### config.mk
export PLATFORM = sky130hd
export DESIGN_NAME = ahb_slave_port_arb
export DESIGN_NICKNAME = d
export VERILOG_FILES = /design/src/rtl/ahb_slave_port_arb.sv
export SDC_FILE = /design/constraint.sdc
export NUM_CORES = 1
export LEC_CHECK = 0
export ABC_AREA = 1
export CAP_MARGIN = 20
export CORE_ASPECT_RATIO = 1.2
export CORE_MARGIN = 8
export CORE_UTILIZATION = 21
export DETAILED_ROUTE_END_ITERATION = 10
export PLACE_DENSITY = 0.92
export SYNTH_ARGS = -nofsm -noshare
export SYNTH_HDL_FRONTEND = slang
export SYNTH_SLANG_ARGS = --single-unit
### constraint.sdc
create_clock -name i_clk -period 2.3 [get_ports i_clk]
set_input_delay 0.69 -clock i_clk [delete_from_list [all_inputs] [get_ports i_clk]]
set_output_delay 0.69 -clock i_clk [all_outputs]
set_load 0.01 [all_outputs]
### src/rtl/ahb_slave_port_arb.sv
// Slave-side round-robin arbiter and request mux for one AHB-Lite slave port.
// It forwards the winning master's address phase and routes the data-phase owner's HWDATA.
module ahb_slave_port_arb #(
    parameter int NUM_MASTERS = 2,
    parameter int ADDR_WIDTH  = 32,
    parameter int DATA_WIDTH  = 32
) (
    input  logic                   i_clk,
    input  logic                   i_rst_n,
    input  logic [NUM_MASTERS-1:0] i_mhsel,
    input  logic [ADDR_WIDTH-1:0]  i_mhaddr  [NUM_MASTERS],
    input  logic [1:0]             i_mhtrans [NUM_MASTERS],
    input  logic                   i_mhwrite [NUM_MASTERS],
    input  logic [2:0]             i_mhsize  [NUM_MASTERS],
    input  logic [DATA_WIDTH-1:0]  i_mhwdata [NUM_MASTERS],
    input  logic                   i_shreadyout,
    output logic                   o_shsel,
    output logic [ADDR_WIDTH-1:0]  o_shaddr,
    output logic [1:0]             o_shtrans,
    output logic                   o_shwrite,
    output logic [2:0]             o_shsize,
    output logic [DATA_WIDTH-1:0]  o_shwdata,
    output logic                   o_shready,
    output logic [NUM_MASTERS-1:0] o_mhready,
    output logic [NUM_MASTERS-1:0] o_dp_sel
);

    localparam int IDX_W = (NUM_MASTERS > 1) ? $clog2(NUM_MASTERS) : 1;
    localparam logic [1:0] TRANS_IDLE = 2'b00;
    localparam logic [1:0] TRANS_BUSY = 2'b01;
    localparam logic [1:0] TRANS_SEQ  = 2'b11;

    logic [IDX_W-1:0]       ao_owner, dp_owner, rr_ptr, grant;
    logic                   ao_valid, dp_valid, grant_valid, lock;
    logic [IDX_W:0]         pick;
    logic [NUM_MASTERS-1:0] req, dp_sel;

    // Nearest requester after ptr wins: scan far-to-near so the closest overwrites.
    function automatic logic [IDX_W:0] rr_pick(input logic [NUM_MASTERS-1:0] r,
                                               input logic [IDX_W-1:0] ptr);
        logic [IDX_W:0]   res;
        logic [IDX_W-1:0] idx;
        res = '0;
        for (int k = NUM_MASTERS; k >= 1; k--) begin
            idx = IDX_W'((int'(ptr) + k) % NUM_MASTERS);
            if (r[idx]) res = {1'b1, idx};
        end
        return res;
    endfunction

    for (genvar m = 0; m < NUM_MASTERS; m++) begin : g_req
        assign req[m] = i_mhsel[m] & i_mhtrans[m][1];
    end

    // A locked owner keeps the bus while it continues its burst with SEQ or BUSY.
    assign lock = ao_valid & i_mhsel[ao_owner] &
                  ((i_mhtrans[ao_owner] == TRANS_SEQ) | (i_mhtrans[ao_owner] == TRANS_BUSY));
    assign pick = rr_pick(req, rr_ptr);

    always_comb begin
        grant       = ao_owner;
        grant_valid = ao_valid;
        if (i_shreadyout) begin
            if (lock) begin
                grant       = ao_owner;
                grant_valid = 1'b1;
            end else begin
                grant       = pick[IDX_W-1:0];
                grant_valid = pick[IDX_W];
            end
        end
    end

    always_comb begin
        o_shsel   = grant_valid;
        o_shaddr  = '0;
        o_shtrans = TRANS_IDLE;
        o_shwrite = 1'b0;
        o_shsize  = 3'd0;
        if (grant_valid) begin
            o_shaddr  = i_mhaddr[grant];
            o_shtrans = i_mhtrans[grant];
            o_shwrite = i_mhwrite[grant];
            o_shsize  = i_mhsize[grant];
        end
    end

    assign o_shready = i_shreadyout;
    assign o_shwdata = dp_valid ? i_mhwdata[dp_owner] : '0;
    assign o_dp_sel  = dp_sel;

    // Data-phase owner sees the slave's ready; a losing requester is stalled.
    for (genvar m = 0; m < NUM_MASTERS; m++) begin : g_mready
        assign dp_sel[m]    = dp_valid & (dp_owner == IDX_W'(m));
        assign o_mhready[m] = dp_sel[m] ? i_shreadyout :
                              !(req[m] & !(grant_valid & (grant == IDX_W'(m))));
    end

    always_ff @(posedge i_clk or negedge i_rst_n) begin
        if (!i_rst_n) begin
            ao_owner <= '0;
            ao_valid <= 1'b0;
            dp_owner <= '0;
            dp_valid <= 1'b0;
            rr_ptr   <= '0;
        end else if (i_shreadyout) begin
            ao_owner <= grant;
            ao_valid <= grant_valid;
            dp_owner <= grant;
            dp_valid <= grant_valid & (o_shtrans != TRANS_BUSY);
            if (grant_valid) rr_ptr <= grant;
        end
    end

endmodule
# Word level (Yosys, flattened, before mapping)
# Index checks and enable logic that the tools add are counted.
[word_totals] reg_bits=4 input_bits=145 output_inout_bits=76 elab_cells=72
[classes] addsub=2 order_cmp=5 eq_ne=3 n_mux=37 bitwise_logic=16 reduce_logical=5
[op_table] cell="2-to-1 mux 32 bit" n=8
[op_table] cell="2-to-1 mux 2 bit" n=9
[op_table] cell="2-to-1 mux 1 bit" n=16
[op_table] cell="2-to-1 mux 3 bit" n=4
[op_table] cell="bitwise AND 1 bit" n=11
[op_table] cell="less-than comparator 1 x 2 -> 1 bit (second input constant)" n=3
[op_table] cell=">= comparator 2 bit (second input constant)" n=2
[op_table] cell="zero test 1 bit" n=4
[op_table] cell="inverter 1 -> 2 bit" n=2
[op_table] cell="adder 1 bit (second input constant)" n=2
[op_table] cell="== test 2 x 1 -> 1 bit (second input constant)" n=1
[op_table] cell="== test 2 bit (second input constant)" n=1
[op_table] cell="inequality test 2 x 1 -> 1 bit (second input constant)" n=1
[op_table] cell="inverter 1 bit" n=2
[op_table] cell="AND reduction 2 bit" n=1
[op_table] cell="bitwise OR 1 bit" n=1

# Logic depth before layout (Yosys ltp)
# Gate-level depths: netlist of the first run.
[depth] depth_word=16 ltp_mapped=12 depth_no_buf=12

# Worst setup path before layout of the first run
# OpenSTA, ideal clock, no wires.
[synth_path] kind="input to output" startpoint="input i_shreadyout" endpoint="output o_mhready[0]" t_arrival_ns=1.702 required_ns=1.610 path_slack_ns=-0.092 path_stages=4 path_buffers=1 path_cell_list="buf_2 -> o21ai_0 -> a21oi_1 -> o21ai_0"
[synth_between] word_cells_on_any_way=8 classes_between="mux: 3; bitwise: 3; reduce/logical: 2"
[synth_rtl] element="from (decl)" line="16" rtl="input logic i_shreadyout,"
[synth_rtl] element="2-to-1 mux 1 bit" line="63" rtl="if (i_shreadyout) begin"
[synth_rtl] element="via o_shsel" line="17" rtl="output logic o_shsel,"
[synth_rtl] element="bitwise AND 1 bit" line="96" rtl="!(req[m] & !(grant_valid & (grant == IDX_W'(m))));"
[synth_rtl] element="zero test 1 bit" line="96"
[synth_rtl] element="bitwise AND 1 bit" line="96"
[synth_rtl] element="zero test 1 bit" line="96"
[synth_rtl] element="2-to-1 mux 1 bit" line="95" rtl="assign o_mhready[m] = dp_sel[m] ? i_shreadyout :"
[synth_rtl] element="to (decl)" line="24" rtl="output logic [NUM_MASTERS-1:0] o_mhready,"
# The timed path passes the listed nets, and every way through them passes these cells.

# Worst setup path after layout of the first run
[layout_path] startpoint="input i_mhtrans[0] (netlist name)" endpoint="output o_shaddr[3]"
[layout_between] elab_chain_len=13 word_cells_on_any_way=16 classes_between="eq/ne: 2; mux: 11; bitwise: 3"
[layout_rtl] element="from (decl)" line="12" rtl="input logic [1:0] i_mhtrans [NUM_MASTERS],"
[layout_rtl] element="2-to-1 mux 2 bit (not written as such) * (3 in series)" line="57" rtl="((i_mhtrans[ao_owner] == TRANS_SEQ) | (i_mhtrans[ao_owner] == TRANS_BUSY));"
[layout_rtl] element="== test 2 bit or == test 2 x 1 -> 1 bit (tied branches)" line="57"
[layout_rtl] element="bitwise OR 1 bit *" line="57"
[layout_rtl] element="bitwise AND 1 bit *" line="56" rtl="assign lock = ao_valid & i_mhsel[ao_owner] &"
[layout_rtl] element="2-to-1 mux 1 bit" line="64" rtl="if (lock) begin"
[layout_rtl] element="2-to-1 mux 1 bit" line="63"
[layout_rtl] element="inverter 1 -> 2 bit (not written as such)" line="81" rtl="o_shaddr = i_mhaddr[grant];"
[layout_rtl] element="2-to-1 mux 32 bit (not written as such) (3 in series)" line="81"
[layout_rtl] element="2-to-1 mux 32 bit *" line="80" rtl="if (grant_valid) begin"
[layout_rtl] element="to (decl)" line="18" rtl="output logic [ADDR_WIDTH-1:0] o_shaddr,"
# Mark *: on every way between the ends. The rest lies on a longest branch, timed or not. The select of a mux whose other input is x is not followed.

==> key figures, run 1 <==
Outcome
  • Status: finished, violations left
  • Failing checks: setup timing

Yosys
  • Async S/R FF share, synth: 100%
  • Register bit total from synthesis: 4
  • Post-synth EDFFs: 0
  • Syn. warnings: 0
  • Synth cell types: 20
  • Prevailing post-synth register cell: dfrtp_1
  • Syn Nets: 360
  • Share of the synthesized area in the top cell type: 28.8%
  • Most common cell in the netlist: nand2_1
  • Synth Instances: 215
  • Synth area leaders: nand2_1 29%, a22o_1 23%, a21oi_1 13%
  • Cell taking the most area after synthesis: nand2_1
  • Synth Cell Area: 0.00122 mm^2
  • Post-synthesis average cell area: 5.70 um^2
  • Sequential fraction of the synthesis area: 8.17%
  • Most frequent cells after synthesis: 94 x nand2_1, 32 x a21oi_1, 32 x a22o_1

Pwr
  • Psw: 1.00 mW
  • Clock network power share: 6.9%
  • Net Sw Frac: 44.9%
  • PwrDens: 500 mW/mm^2
  • Leakage power: 2.15 nW
  • Max VDD drop: 0.000300 V
  • Combinational Power Share: 88.3%
  • Total internal power: 1.23 mW
  • Sequential power share: 4.8%
  • Power Total: 2.24 mW

Timing
  • Slew @ Worst Pin: 0.307 ns
  • RSZ-0062 raised after global routing: true
  • Final Setup Violations: 50
  • F_max: 357 MHz
  • Period utilization: 122%
  • Clk_skew: 0.00366 ns
  • Setup ws final: -0.499 ns
  • Worst rel slew slack: 79.5%
  • Hold Fails Final Rpt: 0
  • Tmin final: 2.80 ns
  • Slew Limit Fails: 0

Worst setup path
  • WP data arrival: 2.11 ns
  • Crit path kind: primary input to output pin
  • Nature of the critical path startpoint: primary input
  • Critical path fanouts, max: 7
  • Data required time at the worst endpoint: 1.61 ns
  • Setup crit end kind: output pin

Placed design
  • Pre-CTS WS: -1.48 ns
  • Detailed placement HPWL: 7340 um
  • Placer Congestion: 0.930
  • I/O Buffers: 220

Cells and area
  • Synthesis-to-layout area growth: 265%
  • # diodes: 0
  • Share of layout cells above drive strength 1: 53.6%
  • Layout Nets: 632

Route
  • Vias/cell: 5.11
  • Antenna Nets Post-Route: 0
  • Initial DRC count: 78
  • WL per Instance: 21.7 um
  • DRT Pass-1 Iters: 4
  • Routed vias: 2807
  • Final wirelength: 11900 um
  • DRC errors left: 0

Clock network
  • CTS Hold Bufs: 0
  • Clock transition at path regs: 0.03 ns
  • H-tree depth: 1
  • Maximum root-to-sink buffer count: 2
  • TritonCTS clock tree: done
  • Cts bufs inserted: 3
  • Root Buffer: clkbuf_8
  • Clk_lat worst skew: 0.22 ns
  • Clock sinks: 4

Die
  • Core ar.: 0.00563 mm^2
  • Die X: 85.7 um
  • Initial core utilization: 21.8%
  • Boundary Pins: 221
  • Die area: 0.00854 mm^2
  • Die height: 99.7 um
  • Row count: 30

Flow run
  • Total of max-cap violations: 0

Global routing
  • GRT Total Usage: 25.2%
  • Pin count of the biggest net entering global routing: 34
  • Vias in the first global route: 3102
  • Grt total ovfl: 0
  • First-pass GRT wire length: 17000 um
  • Antenna violations before repair: 0

Worst hold path
  • Min-Delay Path Class: flop to flop
[worst paths after layout]
path / start / to / slack (ns) / depth (start not counted)
min in group asynchronous: i_rst_n / dp_valid / 0.67 / 1
setup reg to reg: dp_owner / dp_valid / 0.26 / 17
hold reg to reg: rr_ptr / rr_ptr / 0.59 / 2
hold / removal: rr_ptr / rr_ptr / 0.59 / 2
setup / recovery: i_mhtrans[0] / o_shaddr[3] / -0.50 / 15
max in group asynchronous: i_rst_n / dp_owner / 1.45 / 1
[cell type report]
class,count,area [um^2]
Timing Repair Buffer,285,2660
Multi-Input combinational cell,182,1530
Fill cell,359,1160
Sequential cell,4,101
Tap cell,64,80.1
Inverter,11,53.8
Clock buffer,3,41.3
[cells in the final DEF (no fill, tap or decap), drive strengths merged]
cell           instances
a21oi                 38
a22o                  32
buf                  113
clkbuf                25
clkdlybuf4s15         10
clkdlybuf4s50        138
clkinv                 1
dfrtp                  4
dlygate4sd2            1
dlymetal6s2s           1
inv                   10
nand2                 97
nand3                  6
nor2                   4
o21ai                  5
[per-layer routing]
layer	global-route usage [%]	vias to the layer above	share of wire (%)
met2	47.5	162	54
li1	-	1279	-
met3	6.27	40	6.3
met4	8.51	0	3.4
met1	26.2	1326	36
met5	0	-	0
[state kept, by name, indices dropped and copies added (netlist names)]
register / flops
dp_valid: 1
rr_ptr: 1
dp_owner: 1
ao_valid: 1
[power by group through the flow]
stage	logic (mW)	clock network (mW)	registers [mW]
after floorplan	0.627	0	0.0938
after detailed placement	1.44	0	0.0987
final	1.97	0.154	0.107
after CTS	1.85	0.153	0.0996
after global placement	1.42	0	0.0988
after global routing	2.07	0.159	0.108
[logic make-up (layout without fill, tap and decap cells)]
kind of cell / count (synthesis) / after routing / share of synthesized area [%]
buffers and inverters: 30 / 299 / 14.0
AND/OR/NAND/NOR: 106 / 107 / 35.5
flip-flops: 4 / 4 / 8.17
AO/OA/AOI/OAI: 75 / 75 / 42.3
[metrics by stage]
| step | setup TNS (ns) | hold WS, ns | cell area [um^2] | instances | util [%] |
|---|---|---|---|---|---|
| 2_1_floorplan | -0.0626 | 0.394 | 1300 | 215 | - |
| 3_3_place_gp | -60.17 | 0.496 | 3650 | 500 | 64.9 |
| 3_5_place_dp | -62.62 | 0.506 | 3650 | 500 | 64.9 |
| 4_1_cts | -13.40 | 0.547 | 4330 | 540 | 77.0 |
| 5_1_grt | -18.79 | 0.631 | 4470 | 549 | 79.4 |
| 6_report | -16.56 | 0.586 | 4470 | 549 | 79.4 |
[timing repair]
item,CTS,global route
endpoints found under the setup margin,76,74
setup buffers,30,17
pin swaps,35,35
gates cloned,8,0
resized for setup,354,100
[worst max-delay path, cell delays in order]
cell and delay (ns):
buf_6 0.10, nand2_2 0.06, nand2_2 0.06, nand3_4 0.09, buf_6 0.12, nand2_4 0.05, nand2_4 0.10, nand2_8 0.08
inv_8 0.08, buf_6 0.10, buf_12 0.12, buf_12 0.11, nand2_4 0.04, a21oi_2 0.15, buf_2 0.16
Power figures use the tool's default switching activity.
==> inputs of run 2 (changes only) <==
--- a/config.mk
+++ b/config.mk
@@ -9,9 +9,9 @@
 export CAP_MARGIN = 20
 export CORE_ASPECT_RATIO = 1.2
 export CORE_MARGIN = 8
-export CORE_UTILIZATION = 21
+export CORE_UTILIZATION = 23
 export DETAILED_ROUTE_END_ITERATION = 10
-export PLACE_DENSITY = 0.92
+export PLACE_DENSITY = 0.95
 export SYNTH_ARGS = -nofsm -noshare
 export SYNTH_HDL_FRONTEND = slang
 export SYNTH_SLANG_ARGS = --single-unit
==> constraint.sdc (replaced) <==
create_clock -name i_clk -period 3.33 [get_ports i_clk]
set_input_delay 0.999 -clock i_clk [delete_from_list [all_inputs] [get_ports i_clk]]
set_output_delay 0.999 -clock i_clk [all_outputs]
set_load 0.01 [all_outputs]
==> run 2 against run 1 <==
The flow now finishes without violations. Via count down 11%. Register-to-register slack better by 1.3 ns. Final cell count down 6.2%. Sequential share of layout area up 0.42 points. Hold slack worse by 0.092 ns. Sequential power down 37%. Critical path depth down 5. Total power down 46%. Clock power down 34%.
==> key figures, run 2 (synthesized netlist as in run 1, its figures left out) <==
Timing
  • Hold Fails Final Rpt: 0
  • Worst rel slew slack: 77.8%
  • F_max: 310 MHz
  • Setup ws final: 0.101 ns
  • RSZ-0062 raised after global routing: false
  • Final Setup Violations: 0
  • Clk_skew: 0.00272 ns
  • Fin Setup TNS: 0 ns
  • Period utilization: 97.0%
  • Slew Limit Fails: 0
  • Tmin final: 3.23 ns
  • Slew @ Worst Pin: 0.333 ns

Cells and area
  • Share of layout cells above drive strength 1: 26.0%
  • Commonest non-fill, non-tap cell in the layout: clkdlybuf4s50_1
  • Layout Cells excl Fill: 515
  • # diodes: 0
  • Multi-input gate area: 0.00105 mm^2
  • Most frequent cells in the layout: 172 x clkdlybuf4s50_1, 83 x nand2_1, 40 x buf_2
  • Register area: 100 um^2
  • Fillers: 407
  • Synthesis-to-layout area growth: 204%
  • Layout Nets: 600

Global routing
  • Vias in the first global route: 2641
  • First-pass GRT wire length: 13900 um
  • Antenna violations before repair: 0
  • GRT Total Usage: 22.7%
  • Grt total ovfl: 0
  • Pin count of the biggest net entering global routing: 36

Placed design
  • Placer Congestion: 0.807
  • I/O Buffers: 220
  • Detailed placement HPWL: 7950 um
  • Placed Instances: 496
  • Pre-CTS WS: -0.924 ns

Clock network
  • Clock transition at path regs: 0.03 ns
  • Clock sinks: 4
  • Clk_lat worst skew: 0.22 ns
  • Cts bufs inserted: 3
  • H-tree depth: 1
  • Root Buffer: clkbuf_8
  • CTS Hold Bufs: 0
  • TritonCTS clock tree: done
  • Maximum root-to-sink buffer count: 2

Worst hold path
  • Min-delay src: rr_ptr
  • Worst hold stages: 2
  • Min-Delay Path Class: flop to flop
  • Hold Path Sink: rr_ptr

Die
  • Die height: 95.9 um
  • Core ar.: 0.00523 mm^2
  • Die X: 82.6 um
  • Die area: 0.00793 mm^2
  • Initial core utilization: 23.4%
  • Boundary Pins: 221
  • Row count: 29

Worst setup path
  • CP top delay family: buffers and inverters
  • Flop2flop setup slack: 1.53 ns
  • CP Cell Sequence: clkdlybuf4s15_1 > nand3_1 > nand2_2 > nand3_4 > nand2_8 > clkinv_8 > buf_4 > a21oi_2 > o21ai_1 > buf_2
  • Worst reg2reg startpoint: dp_owner
  • R2R cell count: 14
  • Crit path kind: primary input to output pin
  • Data required time at the worst endpoint: 2.33 ns
  • Critical path fanouts, max: 6
  • Critical path buffers and inverters: 4
  • WP data arrival: 2.23 ns
  • Worst path max stage delay: 0.22 ns
  • RR Endpoint: dp_valid
  • Crit path max-delay cell type: clkdlybuf4s15_1
  • Nature of the critical path startpoint: primary input
  • Setup crit end kind: output pin

Pwr
  • PwrDens: 325 mW/mm^2
  • Net Sw Frac: 41.1%
  • Clock network power share: 8.4%
  • Combinational Power Share: 86.1%
  • Total internal power: 0.714 mW
  • Sequential power share: 5.5%
  • Psw: 0.499 mW
  • Max VDD drop: 0.000237 V
  • Leakage power: 1.68 nW

Route
  • DRC errors left: 0
  • Vias/cell: 4.85
  • WL per Instance: 19.0 um
  • DRT Pass-1 Iters: 4
  • Initial DRC count: 58
  • Antenna Nets Post-Route: 0
  • Final wirelength: 9800 um
  • Routed vias: 2500

Flow run
  • Total of max-cap violations: 0

Outcome
  • Status: complete, no violations
## run 2: through the flow
step                area, um^2  utilization (%)  power (mW)  hold WS [ns]
floorplan                 1220                -       0.469         0.454
global placement          3560             68.1        1.02         0.480
detailed placement        3560             68.1        1.04         0.491
CTS                       3620             69.2        1.18         0.498
global route              3730             71.4        1.30         0.539
finish                    3730             71.4        1.21         0.494
## run 2: power by group through the flow
| stage | clock network [mW] | logic (mW) | registers [mW] |
|---|---|---|---|
| floorplan | 0 | 0.405 | 0.0648 |
| global placement | 0 | 0.952 | 0.0667 |
| detailed placement | 0 | 0.970 | 0.0674 |
| CTS | 0.104 | 1.01 | 0.0673 |
| global route | 0.108 | 1.13 | 0.0688 |
| finish | 0.102 | 1.04 | 0.0673 |
## run 2: layout make-up
type / count / share of cell area, %
tap: 62 / 2.08
timing repair buffer: 253 / 64.5
multi-input combinational: 182 / 28.2
inverter: 11 / 1.44
sequential: 4 / 2.68
clock buffer: 3 / 1.11
## run 2: worst max path at each step
stage	slack, ns	startpoint	endpoint	depth (start not counted)
3_5_place_dp	-0.92	i_mhtrans[0]	o_shtrans[0]	10
5_1_grt	0.001	i_mhsel[0]	o_shaddr[19]	13
4_1_cts	-0.03	i_mhtrans[0]	o_shtrans[0]	13
3_3_place_gp	-0.84	i_mhtrans[0]	o_shtrans[0]	10
2_1_floorplan	0.32	i_shreadyout	o_mhready[0]	4
6_report	0.10	i_mhtrans[3]	o_mhready[1]	10
## run 2: routing by layer
metal	part of all wire, %	track usage [%]	up-vias
li1	-	-	1214
met1	34	22.3	1138
met5	0	0	-
met4	2.3	6.48	0
met3	8.8	6.45	18
met2	55	44.1	130
## run 2: tightest hold or removal path: stages (launching register included)
cell and delay (ns):
dfrtp_1 0.34, nand2_1 0.05, o21ai_0 0.06
## run 2: timing repair
item                                    CTS  global route
endpoints found under the setup margin   41            40
resized for setup                       201            26
buffers inserted                          6             6
pin swaps                                 7            10
hold endpoints to repair                  0             0
cloned                                    4             1
==> inputs of run 3 (changes only) <==
==> constraint.sdc (replaced) <==
create_clock -name i_clk -period 3.33 [get_ports i_clk]
set_input_delay 0.999 -clock i_clk [delete_from_list [all_inputs] [get_ports i_clk]]
set_output_delay 0.999 -clock i_clk [all_outputs]
set_load 0.05 [all_outputs]
==> run 3 against run 2 <==
The run now fails in 4_1_cts. Synthesized area unchanged. Synthesized cell count unchanged.
==> key figures, run 3 <==
Placed design
  • Cell Area, Placed: 0.00444 mm^2
  • Detailed placement HPWL: 9480 um
  • Placer Congestion: 0.910
  • I/O Buffers: 220

Die
  • Row count: 29
  • Boundary Pins: 221
  • Die height: 95.9 um
  • Die X: 82.6 um
  • Initial core utilization: 23.4%

Clock network
  • Cts repair resizes: 150
  • H-tree depth: 1
  • Root Buffer: clkbuf_8
  • CTS Hold Bufs: 0
  • Cts bufs inserted: 3
  • Maximum root-to-sink buffer count: 2
  • Clock sinks: 4
  • Postcts setup bufs: 15

Outcome
  • Status: did not finish
  • Exit stage: 4_1_cts
  • Error msg: [ERROR DPL-0038] Utilization greater than 100%, impossible to legalize

Yosys
  • Share of the synthesized area in the top cell type: 28.8%
  • Syn Nets: 360
  • Cell taking the most area after synthesis: nand2_1
  • Post-synth EDFFs: 0
  • Post-synthesis average cell area: 5.70 um^2
  • Prevailing post-synth register cell: dfrtp_1
  • Synth cell types: 20
  • Synth area leaders: nand2_1 29%, a22o_1 23%, a21oi_1 13%
  • Synth Instances: 215
  • Synth Cell Area: 0.00122 mm^2
  • Most frequent cells after synthesis: 94 x nand2_1, 32 x a21oi_1, 32 x a22o_1
  • Most common cell in the netlist: nand2_1
  • Async S/R FF share, synth: 100%
  • Syn. warnings: 0
  • Sequential fraction of the synthesis area: 8.17%
  • Register bit total from synthesis: 4
==> run 3: cell families after synthesis <==
group,count (synthesis),share of synthesized area (%)
AND/OR/NAND/NOR,106,35.5
AO/OA/AOI/OAI,75,42.3
buffers and inverters,30,14.0
flip-flops,4,8.17
==> run 3: metrics by stage <==
step	utilization (%)	setup slack, ns	hold WS, ns	instances
2_1_floorplan	-	0.0132	0.454	215
3_5_place_dp	85.0	-0.410	0.505	500
3_3_place_gp	85.0	-0.263	0.477	500
==> inputs of run 4 (changes only) <==
--- a/config.mk
+++ b/config.mk
@@ -7,11 +7,10 @@
 export LEC_CHECK = 0
 export ABC_AREA = 1
 export CAP_MARGIN = 20
-export CORE_ASPECT_RATIO = 1.2
 export CORE_MARGIN = 8
 export CORE_UTILIZATION = 23
 export DETAILED_ROUTE_END_ITERATION = 10
-export PLACE_DENSITY = 0.95
+export PLACE_DENSITY_LB_ADDON = 0.15
 export SYNTH_ARGS = -nofsm -noshare
 export SYNTH_HDL_FRONTEND = slang
 export SYNTH_SLANG_ARGS = --single-unit
==> run 4 against run 3 <==
Synthesized cell count unchanged. The run fails in 5_1_grt. Synthesized area is the same.
==> key figures, run 4 <==
Timing
  • Worst endpoint, post-GRT repair: o_shaddr[21]
  • Worst endpoint type: output port

Yosys
  • Synth Instances: 215
  • Sequential fraction of the synthesis area: 8.17%
  • Register bit total from synthesis: 4
  • Cell taking the most area after synthesis: nand2_1
  • Post-synth EDFFs: 0
  • Synth cell types: 20
  • Prevailing post-synth register cell: dfrtp_1
  • Most frequent cells after synthesis: 94 x nand2_1, 32 x a21oi_1, 32 x a22o_1
  • Syn Nets: 360
  • Most common cell in the netlist: nand2_1
  • Async S/R FF share, synth: 100%
  • Synth Cell Area: 0.00122 mm^2
  • Share of the synthesized area in the top cell type: 28.8%
  • Synth area leaders: nand2_1 29%, a22o_1 23%, a21oi_1 13%
  • Post-synthesis average cell area: 5.70 um^2
  • Syn. warnings: 0

Clock network
  • H-tree depth: 1
  • Clock sinks: 4
  • Cts bufs inserted: 3
  • Root Buffer: clkbuf_8
  • CTS Hold Bufs: 0
  • Maximum root-to-sink buffer count: 2

Placed design
  • Detailed placement HPWL: 9130 um
  • I/O Buffers: 220
  • Placer Congestion: 0.811

Global routing
  • Pin count of the biggest net entering global routing: 35

Outcome
  • Error msg: [ERROR DPL-0038] Utilization greater than 100%, impossible to legalize
  • Exit stage: 5_1_grt
  • Status: did not finish

Die
  • Boundary Pins: 221
  • Die height: 89.0 um
  • Initial core utilization: 23.8%
  • Die X: 89.0 um
  • Row count: 26
[run 4: cell counts after synthesis]
No cell type changed its count.
[run 4: what timing repair did]
action	in CTS
buffers inserted	7
endpoints found under the setup margin	41
pin swaps	35
gates cloned	4
resized for setup	78
endpoints found under the hold margin	0
[run 4: through the flow]
step           setup slack (ns)  std cells  hold WS (ns)  instance area [um^2]  TNS, ns
4_1_cts                0.000161        524         0.546                  4990        0
3_5_place_dp             -0.348        510         0.518                  4480   -12.33
3_3_place_gp             -0.250        510         0.489                  4480    -9.39
2_1_floorplan            0.0132        215         0.454                  1350        0
[run 4: cell families after synthesis]
group | Yosys count | share of synthesized area, %
buffers and inverters | 30 | 14.0
AO/OA/AOI/OAI | 75 | 42.3
flip-flops | 4 | 8.17
AND/OR/NAND/NOR | 106 | 35.5
